File: src/rtl/tape_transport_ctrl.sv
// Cassette transport sequencer: owns the tape position counter and runs the
// stop/play/fast-forward/rewind state machine from one-cycle command pulses.
module tape_transport_ctrl #(
    parameter int POS_W    = 24,
    parameter int PLAY_DIV = 6667,
    parameter int FAST_DIV = 834,
    parameter int LOOP     = 0
) (
    input  logic             clk_sys,
    input  logic             reset,
    input  logic             cmd_play,
    input  logic             cmd_stop,
    input  logic             cmd_ff,
    input  logic             cmd_rew,
    input  logic [POS_W-1:0] tape_end,
    output logic [POS_W-1:0] pos,
    output logic [1:0]       state,
    output logic             motor,
    output logic             eot,
    output logic             bot
);

    localparam int MAX_DIV = (PLAY_DIV > FAST_DIV) ? PLAY_DIV : FAST_DIV;
    localparam int DIV_W   = (MAX_DIV > 2) ? $clog2(MAX_DIV) : 1;
    localparam logic [DIV_W-1:0] PLAY_LAST = DIV_W'(PLAY_DIV - 1);
    localparam logic [DIV_W-1:0] FAST_LAST = DIV_W'(FAST_DIV - 1);

    typedef enum logic [1:0] {
        ST_STOP = 2'd0,
        ST_PLAY = 2'd1,
        ST_FFWD = 2'd2,
        ST_REW  = 2'd3
    } st_t;

    st_t              st;
    st_t              cmd_tgt;
    logic [DIV_W-1:0] div;
    logic [DIV_W-1:0] div_last;
    logic             tick;
    logic             over;
    logic             at_end;
    logic             cmd_ok;

    assign state = st;

    always_comb begin
        div_last = (st == ST_PLAY) ? PLAY_LAST : FAST_LAST;
        tick     = (st != ST_STOP) && (div == div_last);
        over     = pos > tape_end;
        at_end   = pos >= tape_end;
        cmd_tgt  = ST_STOP;
        cmd_ok   = 1'b0;
        // Only the highest-priority asserted command is considered; if it is
        // ignored, lower-priority commands in the same cycle are dropped too.
        if (cmd_rew) begin
            cmd_tgt = ST_REW;
            cmd_ok  = (st != ST_REW) && (pos != '0);
        end else if (cmd_ff) begin
            cmd_tgt = ST_FFWD;
            cmd_ok  = (st != ST_FFWD) && !at_end;
        end else if (cmd_play) begin
            cmd_tgt = ST_PLAY;
            cmd_ok  = (st != ST_PLAY) && (!at_end || (LOOP != 0));
        end
    end

    always_ff @(posedge clk_sys or posedge reset) begin
        if (reset) begin
            st    <= ST_STOP;
            pos   <= '0;
            div   <= '0;
            motor <= 1'b0;
            eot   <= 1'b0;
            bot   <= 1'b0;
        end else begin
            eot <= 1'b0;
            bot <= 1'b0;
            if (over)
                pos <= tape_end;
            if (cmd_stop) begin
                if (st != ST_STOP) begin
                    st    <= ST_STOP;
                    motor <= 1'b0;
                    div   <= '0;
                end
            end else if (over) begin
                if (st == ST_PLAY || st == ST_FFWD) begin
                    st    <= ST_STOP;
                    motor <= 1'b0;
                    div   <= '0;
                    eot   <= 1'b1;
                end else if (st == ST_REW) begin
                    div <= tick ? '0 : div + 1'b1;
                end
            end else if (cmd_ok) begin
                st    <= cmd_tgt;
                motor <= 1'b1;
                div   <= '0;
            end else if (tick) begin
                div <= '0;
                case (st)
                    ST_PLAY, ST_FFWD: begin
                        if (pos < tape_end) begin
                            pos <= pos + 1'b1;
                        end else if (st == ST_PLAY && LOOP != 0) begin
                            pos <= '0;
                        end else begin
                            st    <= ST_STOP;
                            motor <= 1'b0;
                            eot   <= 1'b1;
                        end
                    end
                    ST_REW: begin
                        if (pos != '0) begin
                            pos <= pos - 1'b1;
                        end else begin
                            st    <= ST_STOP;
                            motor <= 1'b0;
                            bot   <= 1'b1;
                        end
                    end
                    default: ;
                endcase
            end else if (st != ST_STOP) begin
                div <= div + 1'b1;
            end
        end
    end

endmodule

File: config.mk
export PLATFORM = sky130hd
export DESIGN_NAME = tape_transport_ctrl
export DESIGN_NICKNAME = d
export VERILOG_FILES = /design/src/rtl/tape_transport_ctrl.sv
export SDC_FILE = /design/constraint.sdc
export NUM_CORES = 1
export LEC_CHECK = 0
export BUFFER_PORTS_ARGS = -buffer_cell sky130_fd_sc_hd__buf_2
export CORE_MARGIN = 4
export CORE_UTILIZATION = 59
export DETAILED_ROUTE_END_ITERATION = 7
export PLACE_DENSITY = 0.84
export SLEW_MARGIN = 20
export SYNTH_ARGS = -nofsm -noshare
export SYNTH_HDL_FRONTEND = slang
export SYNTH_SLANG_ARGS = --single-unit
File: constraint.sdc
create_clock -name clk_sys -period 3.1 [get_ports clk_sys]
set_input_delay 0.93 -clock clk_sys [delete_from_list [all_inputs] [get_ports clk_sys]]
set_output_delay 0.93 -clock clk_sys [all_outputs]
set_load 0.02 [all_outputs]
==> results_dict.tcl <==
set metrics [dict create \
    yosysTopAreaCellShare 0.2608 \
    seq_power_share 0.176 \
    synthesis.area_mm2 0.004030 \
    setup.worst_path.start_class "primary input" \
    grt_first_pass_wirelength_um 21180 \
    htreeDepth 2 \
    report.final.hold_viol_count 0 \
    num-fill-cells 327 \
    p_sw_frac 0.5173 \
    reg2reg_depth 7 \
    fin_util 0.8727 \
    fin_nets 718 \
    required_ns 3.30 \
    numCtsBuffers 5 \
    grt_max_degree 43 \
    violations "design-rule violations, negative setup slack" \
    yosysUniqueCellTypes 68 \
    hp-start "motor$_DFFE_PP0P_" \
    synth_area_leaders "dfrtp_1 26%, ha_1 10%, a21oi_1 6.3%, o21ai_0 4.6%, nor2_1 4.5%" \
    yosys.area.top_type "dfrtp_1" \
    hold_ws_ns 0.4974 \
    via_count 5284 \
    syn_avg_cell_area_um2 7.590 \
    clockRootBuffer "clkbuf_8" \
    core-area_mm2 0.006495 \
    final_cell_mix "80 x buf_4, 49 x buf_2, 47 x a21oi_1, 47 x nor2_1, 43 x nand2_1" \
    start_util 0.6205 \
    finalPower_uw 5560 \
    p_switching_uw 2876 \
    tritoncts "yes" \
    r2r_setup_slack_ns -0.08 \
    power_frac_clock 0.072 \
    maxSlewHeadroom 0.2638 \
    place.gp.congestion 0.9259 \
    wl_per_cell_um 21.67 \
    layout-drive-gt1-share 0.3537 \
    grt.total_usage 0.3059 \
    fin_crit_sh 1.032 \
    synth_cells 531 \
    ant_nets 0 \
    setup_viol 34 \
    fmaxAchievable_ghz 0.3127 \
    pwr-share-comb 0.752 \
    dieWidth_um 90.65 \
    hold_class "register to register" \
    wl_met3_um 1857 \
    antenna_found_initial 0 \
    dp_hpwl_um 9483 \
    routed_wl_um 15880 \
    synthFlopType "dfrtp_1" \
    finalClockSkew_ns 0.02042 \
    syn_nets 594 \
    synth-seq-cells 42 \
    dr_wl_met2_um 7376 \
    path_class "primary input to register" \
    seq_area_frac_synth 0.2608 \
    die_height_um 90.65 \
    maxCapViolCount 0 \
    worstMarginPinSlew_ns 1.103 \
    r2r_start "pos[18]$_DFF_PP0_" \
    drt-pass1-iter-count 8 \
    io_pins 59 \
    clk_latency_ns 0.32 \
    arrival_ns 3.40 \
    async_flop_share 1.000 \
    clkSinkCount 42 \
    grt_pass1_vias 4458 \
    worstReg2RegEnd "motor$_DFFE_PP0P_" \
    clkTransAtPathRegs_ns 0.09 \
    drt_iter0_markers 838 \
    row_count 29 \
    overflow 0 \
    p_leak_uw 0.002543 \
    drt-met1-wl_um 5632 \
    synth_edf_count 0 \
    dieArea_mm2 0.008217 \
    post-route-min-period_ns 3.198 \
    highest_layer "met4" \
    portBuffers 58 \
    finalMaxSlewViolations 0 \
    drc 19 \
    p_per_area_mw_per_mm2 980.9 \
    end_kind "register" \
    status "complete, but fails checks" \
    layout_commonest_cell "buf_4" \
    cp_max_fo 6 \
    ys_warn_count 0 \
    rsz0062_at_grt "yes" \
    clockBufferDepth 2 \
    viasPerCell 7.209 \
    ir_drop_mv 0.7084 \
    diodes 0 \
    pre_cts_ws_ns -0.3659 \
    whs_path_depth 1 \
    area_growth_pct 40.64 \
    setup_ws_ns -0.09831 \
    min_to "motor$_DFFE_PP0P_" \
    p_int_uw 2684 \
]
[stage by stage]
step | std cells | TNS, ns | instance area (um2)
final | 733 | -0.9956 | 5668
after global routing | 733 | -8.237 | 5668
after CTS | 720 | 0 | 5201
after detailed placement | 712 | -10.85 | 5099
after global placement | 712 | -8.790 | 5099
after floorplan | 531 | -0.01410 | 4243
[timing repair]
item	CTS	global route
pin swaps	0	35
resized for setup	2	82
cloned	0	4
buffers inserted	0	9
setup endpoints to repair	10	40
hold buffers	0	0
[worst max-delay path by stage]
stage | startpoint | end | slack (ns) | depth (start not counted)
after floorplan | tape_end[14] | pos[22]$_DFF_PP0_ | -0.01 | 11
after global placement | tape_end[22] | div[0]$_DFFE_PP0P_ | -0.28 | 11
after detailed placement | tape_end[15] | div[0]$_DFFE_PP0P_ | -0.37 | 11
after CTS | tape_end[15] | div[11]$_DFFE_PP0P_ | 0.02 | 12
after global routing | state[1]$_DFFE_PP0P_ | pos[11]$_DFF_PP0_ | -0.32 | 11
final | tape_end[18] | motor$_DFFE_PP0P_ | -0.1 | 13
[state kept, by name (all words and copies together) (netlist names)]
| name | cells |
|---|---|
| bot | 1 |
| div | 13 |
| eot | 1 |
| motor | 1 |
| pos | 24 |
| state | 2 |
[area by class of cell]
type | count | area (um2) | area share
multi-input cells | 420 | 3169 | 0.5592
well taps | 77 | 96.34 | 0.01700
flip-flops and latches | 42 | 1051 | 0.1854
repair buffers | 149 | 1097 | 0.1936
inverters | 37 | 161.4 | 0.02848
clock inverters | 3 | 23.77 | 0.004194
clock buffers | 5 | 68.82 | 0.01214
[routing by layer]
| layer | vias to the layer above | track usage |
|---|---|---|
| met5 | - | 0 |
| met4 | 0 | 0.1020 |
| met3 | 133 | 0.05667 |
| met2 | 476 | 0.5312 |
| met1 | 2448 | 0.3796 |
| li1 | 2227 | - |
[power groups by stage]
stage	clock [uW]	sequential, uW	combinational, uW
2_1_floorplan	0	1130	2040
3_3_place_gp	0	928	3360
3_5_place_dp	0	945	3490
4_1_cts	396	934	3530
5_1_grt	421	991	4400
6_report	401	977	4180
[critical path, stage by stage]
cell and delay (ns):
buf_6 0.08, inv_4 0.03, ha_4 0.26, nand4_1 0.24, or3_4 0.47, o32ai_4 0.21, a211o_4 0.21, o21ai_4 0.08
buf_12 0.16, buf_4 0.14, o211ai_2 0.12, nand4_2 0.23, a21bo_1 0.25
[synth_stat cells, types with 2 or more instances]
master and number:
a211oi_1 2, a21o_1 6, a21oi_1 51, a221o_1 3
a22o_1 13, a22oi_1 4, a31oi_1 3, a41o_1 2
and2_1 3, and3_1 9, buf_2 6, clkbuf_1 24
dfrtp_1 42, ha_1 33, inv_1 37, nand2_1 46
nand2b_1 2, nand3_1 18, nand4_1 12, nand4b_1 2
nor2_1 48, nor2_2 3, nor2b_1 11, nor3_1 11
nor3b_1 3, nor4_1 9, nor4b_1 3, o2111ai_1 3
o211ai_1 2, o21ai_0 37, o21ai_1 3, o221ai_1 6
o22ai_1 27, o2bb2ai_1 3, o31ai_1 2, or3_1 3
or4_1 2, xnor2_1 5, xor2_1 3
[logic make-up (layout without fill, tap and decap cells)]
group           Yosys count  in the layout  share of synthesized area
compound gates          184            184                     0.3002
xor+xnor                  8              8                    0.01739
fa+ha+maj                33             33                     0.1025
buf+inv                  70            194                    0.06985
flops                    42             42                     0.2608
mux                       1              1                   0.002794
simple gates            193            194                     0.2465
Note: power is estimated with default switching activity, not from simulation.
